**src/rtl/spiflash_pkg.sv**
```systemverilog
// Shared opcodes and FSM state encoding for the SPI flash responder.
// ST_DUMMY exists only when SPIFLASH_RESP_FASTREAD_EN is defined.
package spiflash_pkg;

  localparam logic [7:0] OP_READ      = 8'h03;
  localparam logic [7:0] OP_FAST_READ = 8'h0B;
  localparam logic [7:0] OP_RDID      = 8'h9F;
  localparam logic [7:0] OP_RDSR      = 8'h05;

  typedef enum logic [2:0] {
    ST_IDLE,
    ST_CMD,
    ST_ADDR,
    ST_DATA,
    ST_ID,
    ST_STAT,
    ST_IGNORE
`ifdef SPIFLASH_RESP_FASTREAD_EN
    , ST_DUMMY
`endif
  } state_t;

endpackage

```
**src/rtl/spiflash_responder_if.sv**
```systemverilog
// SPI pins plus backing-store read port of the flash responder.
interface spiflash_responder_if;
  logic        ncs;
  logic        sck;
  logic        mosi;
  logic        miso;
  logic [23:0] mem_addr;
  logic        mem_rd;
  logic [7:0]  mem_rdata;
  logic        mem_valid;

  modport slave  (input ncs, sck, mosi, mem_rdata, mem_valid,
                  output miso, mem_addr, mem_rd);
  modport master (output ncs, sck, mosi, mem_rdata, mem_valid,
                  input miso, mem_addr, mem_rd);
endinterface

```
**src/rtl/spi_pin_sync.sv**
```systemverilog
// Two-flop synchronizers for the SPI pins plus sck edge and ncs fall pulses.
module spi_pin_sync (
  input  logic clk,
  input  logic resetn,
  input  logic ncs,
  input  logic sck,
  input  logic mosi,
  output logic ncs_sync,
  output logic mosi_sync,
  output logic sck_rise,
  output logic sck_fall,
  output logic ncs_fall
);

  logic [1:0] ncs_ff;
  logic [1:0] sck_ff;
  logic [1:0] mosi_ff;
  logic [1:0] primed;
  logic       sck_prev;
  logic       ncs_prev;

  // primed marks when ncs_ff[1] holds a real pin sample, so the reset value
  // of the chain can never masquerade as a falling chip select
  always_ff @(posedge clk or negedge resetn) begin
    if (!resetn) begin
      ncs_ff   <= 2'b11;
      sck_ff   <= 2'b00;
      mosi_ff  <= 2'b00;
      primed   <= 2'b00;
      sck_prev <= 1'b0;
      ncs_prev <= 1'b0;
    end else begin
      ncs_ff   <= {ncs_ff[0], ncs};
      sck_ff   <= {sck_ff[0], sck};
      mosi_ff  <= {mosi_ff[0], mosi};
      primed   <= {primed[0], 1'b1};
      sck_prev <= sck_ff[1];
      ncs_prev <= ncs_ff[1] & primed[1];
    end
  end

  assign ncs_sync  = ncs_ff[1];
  assign mosi_sync = mosi_ff[1];
  assign sck_rise  = sck_ff[1] & ~sck_prev;
  assign sck_fall  = ~sck_ff[1] & sck_prev;
  assign ncs_fall  = ncs_prev & ~ncs_ff[1];

endmodule

```
**src/rtl/spiflash_responder.sv**
```systemverilog
// SPI mode-0 flash responder: READ, RDID, RDSR, other opcodes ignored.
// Define SPIFLASH_RESP_FASTREAD_EN to add FAST_READ (0Bh) with 8 dummy clocks.
module spiflash_responder
  import spiflash_pkg::*;
#(
  parameter logic [23:0] JEDEC_ID = 24'hEF4017,
  parameter int          MEM_LAT  = 2
) (
  input logic            clk,
  input logic            resetn,
  spiflash_responder_if.slave bus
);

  localparam int LAT_W = $clog2(MEM_LAT + 2);

  state_t      state, state_next;
  logic        ncs_sync, mosi_sync, sck_rise, sck_fall, ncs_fall;
  logic [22:0] shift_in;
  logic [4:0]  bit_cnt;
  logic [7:0]  shift_out;
  logic [7:0]  holding;
  logic [7:0]  next_byte;
  logic [1:0]  id_idx;
  logic [23:0] mem_addr;
  logic        mem_rd;
  logic        miso;
  logic        pending;
  logic [LAT_W-1:0] lat_cnt;
  logic        issue_rd;
  logic        shifting;
  logic [7:0]  opcode_now;
  logic [23:0] addr_now;
`ifdef SPIFLASH_RESP_FASTREAD_EN
  logic        fast;
`endif

  spi_pin_sync u_sync (
    .clk       (clk),
    .resetn    (resetn),
    .ncs       (bus.ncs),
    .sck       (bus.sck),
    .mosi      (bus.mosi),
    .ncs_sync  (ncs_sync),
    .mosi_sync (mosi_sync),
    .sck_rise  (sck_rise),
    .sck_fall  (sck_fall),
    .ncs_fall  (ncs_fall)
  );

  assign opcode_now = {shift_in[6:0], mosi_sync};
  assign addr_now   = {shift_in, mosi_sync};
  assign shifting   = (state == ST_DATA) || (state == ST_ID) || (state == ST_STAT);

  always_ff @(posedge clk or negedge resetn) begin
    if (!resetn) state <= ST_IDLE;
    else         state <= state_next;
  end

  always_comb begin
    state_next = state;
    issue_rd   = 1'b0;
    next_byte  = 8'h00;
    if (ncs_sync) begin
      state_next = ST_IDLE;
    end else begin
      case (state)
        ST_IDLE: if (ncs_fall) state_next = ST_CMD;
        ST_CMD: begin
          if (sck_rise && bit_cnt == 5'd7) begin
            case (opcode_now)
              OP_READ:      state_next = ST_ADDR;
              OP_RDID:      state_next = ST_ID;
              OP_RDSR:      state_next = ST_STAT;
`ifdef SPIFLASH_RESP_FASTREAD_EN
              OP_FAST_READ: state_next = ST_ADDR;
`else
              OP_FAST_READ: state_next = ST_IGNORE;
`endif
              default:      state_next = ST_IGNORE;
            endcase
          end
        end
        ST_ADDR: begin
          if (sck_rise && bit_cnt == 5'd23) begin
            issue_rd = 1'b1;
`ifdef SPIFLASH_RESP_FASTREAD_EN
            state_next = fast ? ST_DUMMY : ST_DATA;
`else
            state_next = ST_DATA;
`endif
          end
        end
`ifdef SPIFLASH_RESP_FASTREAD_EN
        ST_DUMMY: if (sck_rise && bit_cnt == 5'd7) state_next = ST_DATA;
`endif
        ST_DATA: if (sck_rise && bit_cnt[2:0] == 3'd0) issue_rd = 1'b1;
        default: ;
      endcase
    end
    case (state)
      ST_DATA: next_byte = holding;
      ST_ID: begin
        case (id_idx)
          2'd0:    next_byte = JEDEC_ID[23:16];
          2'd1:    next_byte = JEDEC_ID[15:8];
          2'd2:    next_byte = JEDEC_ID[7:0];
          default: next_byte = 8'h00;
        endcase
      end
      default: next_byte = 8'h00;
    endcase
  end

  // Reads older than MEM_LAT cycles, or cut off by ncs, are dropped unseen
  always_ff @(posedge clk or negedge resetn) begin
    if (!resetn) begin
      shift_in  <= '0;
      bit_cnt   <= '0;
      shift_out <= '0;
      holding   <= '0;
      id_idx    <= '0;
      mem_addr  <= '0;
      mem_rd    <= 1'b0;
      miso      <= 1'b0;
      pending   <= 1'b0;
      lat_cnt   <= '0;
`ifdef SPIFLASH_RESP_FASTREAD_EN
      fast      <= 1'b0;
`endif
    end else begin
      mem_rd <= issue_rd;
      if (issue_rd) begin
        pending  <= 1'b1;
        lat_cnt  <= '0;
        mem_addr <= (state == ST_ADDR) ? addr_now : mem_addr + 24'd1;
      end else if (pending) begin
        if (bus.mem_valid) begin
          holding <= bus.mem_rdata;
          pending <= 1'b0;
        end else if (lat_cnt == LAT_W'(MEM_LAT)) begin
          pending <= 1'b0;
        end else begin
          lat_cnt <= lat_cnt + LAT_W'(1);
        end
      end

      if (ncs_sync) begin
        bit_cnt <= '0;
        id_idx  <= '0;
        miso    <= 1'b0;
        pending <= 1'b0;
      end else if (state == ST_IDLE) begin
        bit_cnt <= '0;
      end else if (sck_rise) begin
        shift_in <= addr_now[22:0];
        bit_cnt  <= (state_next != state) ? 5'd0 : bit_cnt + 5'd1;
`ifdef SPIFLASH_RESP_FASTREAD_EN
        if (state == ST_CMD) fast <= (opcode_now == OP_FAST_READ);
`endif
      end else if (sck_fall) begin
        if (shifting && bit_cnt[2:0] == 3'd0) begin
          shift_out <= next_byte;
          miso      <= next_byte[7];
          if (state == ST_ID && id_idx != 2'd3) id_idx <= id_idx + 2'd1;
        end else if (shifting) begin
          shift_out <= {shift_out[6:0], 1'b0};
          miso      <= shift_out[6];
        end else begin
          miso <= 1'b0;
        end
      end
    end
  end

  assign bus.miso     = miso;
  assign bus.mem_addr = mem_addr;
  assign bus.mem_rd   = mem_rd;

endmodule

```
**src/flat_wrapper.sv**
```systemverilog
// flat-port wrapper written by rule: the top's interface ports become plain ports
module spiflash_responder_flat import spiflash_pkg::*;
#(
  parameter logic [23:0] JEDEC_ID = 24'hEF4017,
  parameter int          MEM_LAT  = 2
)
  (clk, resetn, bus_ncs, bus_sck, bus_mosi, bus_mem_rdata, bus_mem_valid, bus_miso, bus_mem_addr, bus_mem_rd);
  spiflash_responder_if bus_i ();
  input logic clk;
  input logic resetn;
  input wire logic [$bits(bus_i.ncs)-1:0] bus_ncs;
  input wire logic [$bits(bus_i.sck)-1:0] bus_sck;
  input wire logic [$bits(bus_i.mosi)-1:0] bus_mosi;
  input wire logic [$bits(bus_i.mem_rdata)-1:0] bus_mem_rdata;
  input wire logic [$bits(bus_i.mem_valid)-1:0] bus_mem_valid;
  output wire logic [$bits(bus_i.miso)-1:0] bus_miso;
  output wire logic [$bits(bus_i.mem_addr)-1:0] bus_mem_addr;
  output wire logic [$bits(bus_i.mem_rd)-1:0] bus_mem_rd;
  assign bus_i.ncs = bus_ncs;
  assign bus_i.sck = bus_sck;
  assign bus_i.mosi = bus_mosi;
  assign bus_i.mem_rdata = bus_mem_rdata;
  assign bus_i.mem_valid = bus_mem_valid;
  assign bus_miso = bus_i.miso;
  assign bus_mem_addr = bus_i.mem_addr;
  assign bus_mem_rd = bus_i.mem_rd;
  spiflash_responder #(.JEDEC_ID(JEDEC_ID), .MEM_LAT(MEM_LAT)) u_core (.clk(clk), .resetn(resetn), .bus(bus_i));
endmodule
```
**config.mk**
```make
export PLATFORM = sky130hd
export DESIGN_NAME = spiflash_responder_flat
export DESIGN_NICKNAME = d
export VERILOG_FILES = /design/src/rtl/spiflash_pkg.sv /design/src/rtl/spiflash_responder_if.sv /design/src/rtl/spi_pin_sync.sv /design/src/rtl/spiflash_responder.sv /design/src/flat_wrapper.sv
export SDC_FILE = /design/constraint.sdc
export NUM_CORES = 1
export LEC_CHECK = 0
export BUFFER_PORTS_ARGS = -buffer_cell sky130_fd_sc_hd__buf_2
export CAP_MARGIN = 5
export CORE_ASPECT_RATIO = 0.8
export CORE_MARGIN = 3
export CORE_UTILIZATION = 54
export CTS_CLUSTER_SIZE = 28
export DETAILED_ROUTE_END_ITERATION = 10
export PLACE_DENSITY_LB_ADDON = 0.2
export SYNTH_ARGS = -nofsm -noshare
export SYNTH_HDL_FRONTEND = slang
export SYNTH_SLANG_ARGS = --single-unit
```
**constraint.sdc**
```tcl
create_clock -name clk -period 2.1 [get_ports clk]
set_input_delay 0.42 -clock clk [delete_from_list [all_inputs] [get_ports clk]]
set_output_delay 0.42 -clock clk [all_outputs]
set_load 0.01 [all_outputs]
```
==> flow_summary.ini, run 1 <==
[outcome]
status = finished, violations left
failed_checks = negative setup slack

[final_layout]
drive_gt1_frac = 0.287
antenna_cells = 0
finalNonFillerCells = 593
synthToLayoutAreaGrowth_pct = 16.9
nets = 506

[sta]
setup_slack_ns = -0.0202
drv_slew = 0
clock.fmax_mhz = 472
min_period_ns = 2.12
rsz0062_at_grt = true
slew_headroom = 0.670
worst_pin_slew_ns = 0.489
hold_viol_final = 0
setup_viol = 10
fin_crit_sh = 1.01
skew_ns = 0.00899

[worst_setup_path]
arrival_ns = 2.42
required_ns = 2.40
crit_path_end_kind = register
startpoint_type = register
worstSetupPathType = register to register
cp_max_fo = 6

[die]
start_util = 0.574
core_area_mm2 = 0.00760
placementRows = 28
dieHeight_um = 86.4
ios = 40
dieWidth_um = 106
dieArea_mm2 = 0.00920

[global_route]
grt.overflow.total = 0
grt_pass1_wl_um = 16900
grt_antenna_before_repair = 0
grt_pass1_vias = 3302
grt_max_degree = 88
grt_usage = 0.234

[place]
numPortBuffers = 39
dp_hpwl_um = 6390
dp.cells = 570
place_ws_ns = -0.0572
gp_congestion = 0.883

[yosys]
synth.distinct_cells = 61
synth_edf_count = 0
ys_ff_latch = 87
synth_top_area_cell = dfrtp_1
synth_cells = 422
synth_nets = 445
netlist_area_mm2 = 0.00436
synth_area_per_cell_um2 = 10.3
ys.flop_type = dfrtp_1
async_flop_share = 1.00
synth_area_leaders = dfrtp_1, mux2_2, a21oi_1, o21ai_0, nand2_1
yosysTopAreaCellShare = 0.488
synth_common_cells = dfrtp_1, a21oi_1, nand2_1
synth_most_common_cell = dfrtp_1
ys.warnings.count = 0
synth-seq-area-share = 0.500

[clock_network]
cts_made_buffers = 9
numClockSinks = 87
holdBufCountCts = 0
cts-htree-levels = 3
cts.clk_slew.worst_paths_ns = 0.09
cts_tree = yes
clock-root-buffer = clkbuf_8
clk_latency_ns = 0.37
clockBufferDepth = 2

[route]
drt_iter0_drc = 301
vias = 3500
top_layer = met4
route.met2.wl_um = 4560
wl_per_cell_um = 17.0
viasPerCell = 5.90
drt-pass1-iter-count = 5
dr_wl_met3_um = 585
route.detailed.drc = 0
wl_um = 10100
route.antenna.remaining_nets = 0
m1WireLength_um = 4790

[power]
power_leakage_nw = 2.40
irDropWorstVdd_mv = 0.495
power.density_mw_per_mm2 = 613

[min_path]
hold_class = primary input to async pin

[flow_run]
maxCapViolations = 0
==> report_power, final <==
group / switching [mW] / internal, mW
Sequential: 0.0388 / 1.72
Clock: 0.631 / 0.585
Combinational: 0.0871 / 0.0681
==> through the flow <==
step | hold slack [ns] | utilization | total power [mW] | setup TNS, ns | cell area (um^2)
floorplan | 0.124 | - | 1.85 | 0 | 4370
global placement | 0.333 | 0.634 | 1.93 | 0 | 4820
detailed placement | 0.343 | 0.634 | 1.94 | -0.505 | 4820
CTS | 0.0845 | 0.668 | 3.16 | 0 | 5080
global route | 0.0907 | 0.671 | 3.24 | -1.62 | 5100
finish | 0.0509 | 0.671 | 3.13 | -0.147 | 5100
==> cells by family after synthesis <==
group / synth area share
muxes: 0.0978
adders and majority gates: 0.0258
other: 0.000860
DFF: 0.500
buffers and inverters: 0.0367
and+or+nand+nor: 0.172
AOI/OAI and AO/OA: 0.159
xor gates and xnor gates: 0.00803
==> cell type report <==
type                    instances  area [um^2]
flip-flops and latches         87         2180
clock buffers                  10          138
repair buffers                 72          470
multi-input cells             299         2060
clock inverters                 6         68.8
inverters                      14         52.6
well taps                     105          131
fillers                       616         2500
==> placed cells by master, fill, tap and decap left out, drive strengths merged, types with 4 or more instances in the layout <==
cell type / count
dfrtp: 85
buf: 72
a21oi: 37
nand2: 33
o21ai: 33
mux2: 29
nor2: 22
nand3: 15
inv: 14
and3: 11
nor3: 11
clkbuf: 10
ha: 9
mux2i: 7
nand4: 6
nand2b: 5
a31oi: 5
o22ai: 5
or4: 5
a221oi: 4
o2bb2ai: 4
a31o: 4
clkinvlp: 4
nor4: 4
or3: 4
==> worst max-delay path, stage by stage, from the launching register on <==
cell,delay (ns)
dfrtp_1,0.39
ha_2,0.19
and4b_1,0.25
mux2i_2,0.10
or4_4,0.49
or4b_1,0.52
o211ai_1,0.10
==> sequential cells by signal, summed over array words and instances, names as in the netlist <==
signal and count:
u_core.bus.mem_addr 24, u_core.shift_in 23, u_core.holding 8, u_core.shift_out 7
u_core.bit_cnt 5, u_core.state 3, u_core.id_idx 2, u_core.lat_cnt 2
u_core.u_sync.mosi_ff 2, u_core.u_sync.ncs_ff 2, u_core.u_sync.primed 2, u_core.u_sync.sck_ff 2
u_core.bus.mem_rd 1, u_core.bus.miso 1, u_core.pending 1, u_core.u_sync.ncs_prev 1
u_core.u_sync.sck_prev 1
==> final timing paths <==
kind	from	endpoint	slack (ns)	cells past startpoint
max in group asynchronous	resetn	u_core.shift_in[7]	1.64	2
max reg2reg	u_core.bit_cnt[1]	u_core.bus.mem_addr[17]	-0.02	6
min in group clk	bus_ncs	u_core.u_sync.ncs_ff[0]	0.14	1
min reg2reg	u_core.u_sync.ncs_ff[0]	u_core.u_sync.ncs_ff[1]	0.36	0
max	u_core.bit_cnt[1]	u_core.bus.mem_addr[17]	-0.02	6
min	resetn	u_core.bit_cnt[1]	0.05	2
==> routing by layer <==
layer | track usage | vias to the layer above
li1 | - | 1674
met1 | 0.343 | 1682
met2 | 0.349 | 127
met3 | 0.0544 | 17
met4 | 0.0732 | 0
met5 | 0 | -
==> what timing repair did <==
action	CTS	global route
setup buffers	5	1
gates cloned	1	0
pin swaps	1	3
endpoints found under the setup margin	15	41
hold endpoints to repair	0	0
gates resized for setup	2	6
Note: power is estimated with default switching activity, not from simulation.
==> run 2, diff against run 1 <==
--- a/config.mk
+++ b/config.mk
@@ -13,6 +13,7 @@
 export CTS_CLUSTER_SIZE = 28
 export DETAILED_ROUTE_END_ITERATION = 10
 export PLACE_DENSITY_LB_ADDON = 0.2
+export SETUP_SLACK_MARGIN = 0.4
 export SYNTH_ARGS = -nofsm -noshare
 export SYNTH_HDL_FRONTEND = slang
 export SYNTH_SLANG_ARGS = --single-unit
==> flow_summary.ini, run 2 (synthesized netlist as in run 1, its figures left out) <==
[clock_network]
cts_made_buffers = 9
clock-root-buffer = clkbuf_8
cts-htree-levels = 3
clk_latency_ns = 0.37
numClockSinks = 87
cts.clk_slew.worst_paths_ns = 0.09
clockBufferDepth = 2
cts_tree = yes

[place]
placed_cell_area_mm2 = 0.00485
dp_hpwl_um = 6920
gp_congestion = 0.880
numPortBuffers = 39

[min_path]
hold_class = primary input to register
holdPathStages = 1

[route]
wl_per_cell_um = 18.8
drt-pass1-iter-count = 4
viasPerCell = 6.13
wl_um = 11600
drt_iter0_drc = 256
route.detailed.drc = 0
route.antenna.remaining_nets = 0
vias = 3763

[sta]
fin_crit_sh = 1.00
setup_viol = 1
min_period_ns = 2.10
hold_viol_final = 0
setup_slack_ns = -0.000244
rsz0062_at_grt = true
holdWs_ns = 0.151
final.setup.tns_ns = -0.000244
drv_slew = 0
clock.fmax_mhz = 476
skew_ns = 0.0135

[worst_setup_path]
cp-endpoint = u_core.holding[1]
r2r-start = u_core.bit_cnt[1]
cp_cell_sequence = ha_2 > and4b_1 > mux2i_2 > or4_4 > and3_4 > mux2_4
crit_path_end_kind = register
cp_max_fo = 8
arrival_ns = 2.35
required_ns = 2.35
worstSetupStartpoint = u_core.bit_cnt[1]
path_delay_family = simple AND/OR/NAND/NOR gates
critical-path-slowest-cell = or4_4
crit_path_max_incr_delay_ns = 0.48
r2r_setup_slack_ns = -0.0002
reg2reg_to = u_core.holding[1]
worstSetupPathType = register to register
reg2reg_depth = 6
startpoint_type = register
path_buf_inv = 0
path_depth = 6

[global_route]
grt_usage = 0.250
grt_pass1_vias = 3535
grt.overflow.total = 0
grt_max_degree = 44
grt_antenna_before_repair = 0
grt_pass1_wl_um = 18000

[final_layout]
largest_reg_flops = 24
drive_gt1_frac = 0.395
synthToLayoutAreaGrowth_pct = 30.3
antenna_cells = 0
layout_common_cells = dfrtp_1, buf_2, a21oi_1, buf_4, nand2_1
design_area_mm2 = 0.00568
final_common_cell = dfrtp_1
nets = 527
regMostFlops = u_core.bus.mem_addr
reg_top3 = u_core.bus.mem_addr (24), u_core.shift_in (23), u_core.holding (8)

[die]
start_util = 0.574
dieHeight_um = 86.4
placementRows = 28
dieArea_mm2 = 0.00920
ios = 40
dieWidth_um = 106
core_area_mm2 = 0.00760

[flow_run]
maxCapViolations = 0

[power]
power.density_mw_per_mm2 = 536
power_leakage_nw = 2.62
total_power_mw = 3.04
irDropWorstVdd_mv = 0.454

[outcome]
failed_checks = negative setup slack
status = finished, violations left
[run 2: cell count changes in the layout (fill, tap and decap cells not counted), sizes merged]
cell / change
dlygate4sd3: +1
buf: +17
clkinvlp: -2
bufinv: -1
clkbuf: +1
or3: +1
inv: +3
clkinv: +1
[run 2: what timing repair did]
item / CTS / global route
buffers inserted: 15 / 9
endpoints found under the hold margin: 28 / 0
cloned: 3 / 2
endpoints found under the setup margin: 70 / 73
pin swaps: 24 / 22
resized for setup: 41 / 70
hold buffers: 1 / 0
[run 2: worst min path at each step]
stage	slack, ns	from	end
after floorplan	0.12	resetn	u_core.bit_cnt[0]
after global placement	0.34	u_core.u_sync.primed[0]	u_core.u_sync.primed[1]
after detailed placement	0.34	u_core.u_sync.primed[0]	u_core.u_sync.primed[1]
after CTS	0.14	bus_ncs	u_core.u_sync.ncs_ff[0]
after global routing	0.14	bus_sck	u_core.u_sync.sck_ff[0]
final	0.15	bus_ncs	u_core.u_sync.ncs_ff[0]
[run 2: layout make-up]
cell class | count | area, um^2
fillers | 517 | 1920
flip-flops and latches | 87 | 2180
well taps | 105 | 131
clock buffers | 9 | 124
multi-input cells | 300 | 2380
inverters | 14 | 52.6
repair buffers | 92 | 756
clock inverters | 7 | 55.1
[run 2: through the flow]
stage / utilization / setup WS, ns / instances
2_1_floorplan: - / 0.0836 / 422
3_3_place_gp: 0.638 / 0.0180 / 568
3_5_place_dp: 0.638 / -0.0264 / 568
4_1_cts: 0.700 / 0.0208 / 603
5_1_grt: 0.748 / -0.0521 / 614
6_report: 0.748 / -0.000244 / 614
[run 2: worst register-to-register path: stages (launching register included)]
cell and delay, ns:
dfrtp_1 0.41, ha_2 0.20, and4b_1 0.24, mux2i_2 0.11, or4_4 0.48, and3_4 0.24, mux2_4 0.31
[run 2: per-layer routing]
metal / vias to the layer above / share of wire / GRT usage
met5: - / 0 / 0
met4: 0 / 0.012 / 0.0639
met3: 20 / 0.069 / 0.0529
met2: 146 / 0.47 / 0.376
met1: 1877 / 0.45 / 0.374
li1: 1720 / - / -
[run 2: power by group]
part | total [mW] | leakage [nW] | internal, mW | switching (mW)
Combinational | 0.199 | 1.36 | 0.0936 | 0.105
Clock | 1.08 | 0.0870 | 0.444 | 0.639
Sequential | 1.76 | 1.17 | 1.72 | 0.0452
==> run 3, diff against run 2 <==
--- a/config.mk
+++ b/config.mk
@@ -5,13 +5,13 @@
 export SDC_FILE = /design/constraint.sdc
 export NUM_CORES = 1
 export LEC_CHECK = 0
-export BUFFER_PORTS_ARGS = -buffer_cell sky130_fd_sc_hd__buf_2
 export CAP_MARGIN = 5
 export CORE_ASPECT_RATIO = 0.8
 export CORE_MARGIN = 3
-export CORE_UTILIZATION = 54
+export CORE_UTILIZATION = 55
 export CTS_CLUSTER_SIZE = 28
 export DETAILED_ROUTE_END_ITERATION = 10
+export DONT_BUFFER_PORTS = 1
 export PLACE_DENSITY_LB_ADDON = 0.2
 export SETUP_SLACK_MARGIN = 0.4
 export SYNTH_ARGS = -nofsm -noshare
==> constraint.sdc (replaced) <==
create_clock -name clk -period 2.5 [get_ports clk]
set_input_delay 0.5 -clock clk [delete_from_list [all_inputs] [get_ports clk]]
set_output_delay 0.5 -clock clk [all_outputs]
set_load 0.01 [all_outputs]
==> flow_summary.ini, run 3 (synthesized netlist as in run 1, its figures left out) <==
[route]
drt_iter0_drc = 192
route.detailed.drc = 0
viasPerCell = 6.07
drt-pass1-iter-count = 4
route.antenna.remaining_nets = 0
wl_per_cell_um = 17.3
wl_um = 9360
vias = 3284

[die]
ios = 40
dieHeight_um = 85.7
core_area_mm2 = 0.00753
placementRows = 28
start_util = 0.579
dieWidth_um = 106
dieArea_mm2 = 0.00904

[global_route]
grt.overflow.total = 0
grt_max_degree = 88
use_met3 = 0.0625
met2_usage = 0.310
grt_antenna_before_repair = 0
grt_usage = 0.218
grt_pass1_vias = 3025
grtUsageMet1 = 0.319
grt_pass1_wl_um = 15700
grt.busiest_layer = met1

[worst_setup_path]
arrival_ns = 2.32
path_buf_inv = 0
required_ns = 2.75
crit_path_max_incr_delay_ns = 0.51
startpoint_type = register
path_delay_family = simple AND/OR/NAND/NOR gates
worstSetupPathType = register to register
cp_max_fo = 8
cp_cell_sequence = ha_2 > and4b_1 > mux2i_1 > or4_4 > and3_4 > mux2_4
critical-path-slowest-cell = or4_4
crit_path_end_kind = register
path_depth = 6
reg2reg_depth = 6

[clock_network]
cts-htree-levels = 3
cts_tree = yes
clk_latency_ns = 0.37
cts.clk_slew.worst_paths_ns = 0.09
cts_made_buffers = 9
clockBufferDepth = 2
clock-root-buffer = clkbuf_8
numClockSinks = 87

[power]
irDropWorstVdd_mv = 0.380
power_leakage_nw = 2.13
power.density_mw_per_mm2 = 508

[final_layout]
largest_reg_flops = 24
drive_gt1_frac = 0.204
final_common_cell = dfrtp_1
regMostFlops = u_core.bus.mem_addr
nets = 455
antenna_cells = 0
multiInputGateArea_mm2 = 0.00205
fill_cells = 620
seq_area_mm2 = 0.00219
layout_common_cells = dfrtp_1, a21oi_1, nand2_1, o21ai_0, nor2_1
reg_top3 = u_core.bus.mem_addr (24), u_core.shift_in (23), u_core.holding (8)
synthToLayoutAreaGrowth_pct = 9.32

[sta]
clock.fmax_mhz = 484
skew_ns = 0.0173
final.setup.tns_ns = 0
hold_viol_final = 85
rsz0062_at_grt = true
setup_viol = 0
min_period_ns = 2.07
drv_slew = 0
fin_crit_sh = 0.826
worst_pin_slew_ns = 0.510
slew_headroom = 0.659
holdWs_ns = -0.171

[outcome]
failed_checks = negative hold slack
status = finished, violations left

[flow_run]
maxCapViolations = 0

[place]
dp_hpwl_um = 6200
gp_congestion = 0.831
numPortBuffers = 0

[min_path]
hold_class = primary input to async pin
-- run 3: cell count changes in the layout (fill, tap and decap cells not counted), moves of 8 or more --
cell     change
buf_2       -37
mux2_2      +18
mux2_4      -18
o21ai_0     +17
buf_6       -16
buf_4       -10
o21ai_2      -9
o21ai_1      -8
-- run 3: report_power, final --
group          internal, mW  switching (mW)
clock                 0.388           0.478
combinational        0.0430          0.0419
sequential             1.44          0.0329
-- run 3: final timing paths --
path | start | slack (ns) | to
min reg2reg | u_core.u_sync.sck_ff[0] | 0.35 | u_core.u_sync.sck_ff[1]
min | resetn | -0.17 | u_core.bus.mem_addr[21]
max in group asynchronous | resetn | 2.44 | u_core.u_sync.ncs_ff[0]
max reg2reg | u_core.bit_cnt[0] | 0.43 | u_core.holding[4]
min in group clk | bus_ncs | 0.12 | u_core.u_sync.ncs_ff[0]
max | u_core.bit_cnt[0] | 0.43 | u_core.holding[4]
-- run 3: routing by layer --
layer / vias up / wire length (um)
met2: 88 / 4170
li1: 1564 / -
met3: 12 / 593
met1: 1620 / 4460
met5: - / 0
met4: 0 / 137
-- run 3: through the flow --
stage               power, mW   util  instances  setup WS, ns  cell area, um^2
floorplan                1.56      -        422         0.450             4370
CTS                      2.46  0.626        538         0.356             4720
detailed placement       1.58  0.598        517         0.303             4510
global placement         1.58  0.598        517         0.335             4510
global route             2.53  0.633        541         0.326             4770
finish                   2.43  0.633        541         0.434             4770
-- run 3: area by class of cell --
class,count,share of cell area
well taps,105,0.0275
repair buffers,22,0.0367
clock buffers,13,0.0312
multi-input cells,298,0.429
inverters,14,0.0136
flip-flops and latches,87,0.458
clock inverters,2,0.00341
-- run 3: timing repair --
| action | 4_1_cts | 5_1_grt |
|---|---|---|
| resized for setup | 5 | 10 |
| setup endpoints to repair | 33 | 40 |
| gates cloned | 0 | 0 |
| setup buffers | 6 | 3 |
| pin swaps | 6 | 2 |
| endpoints found under the hold margin | 87 | 87 |
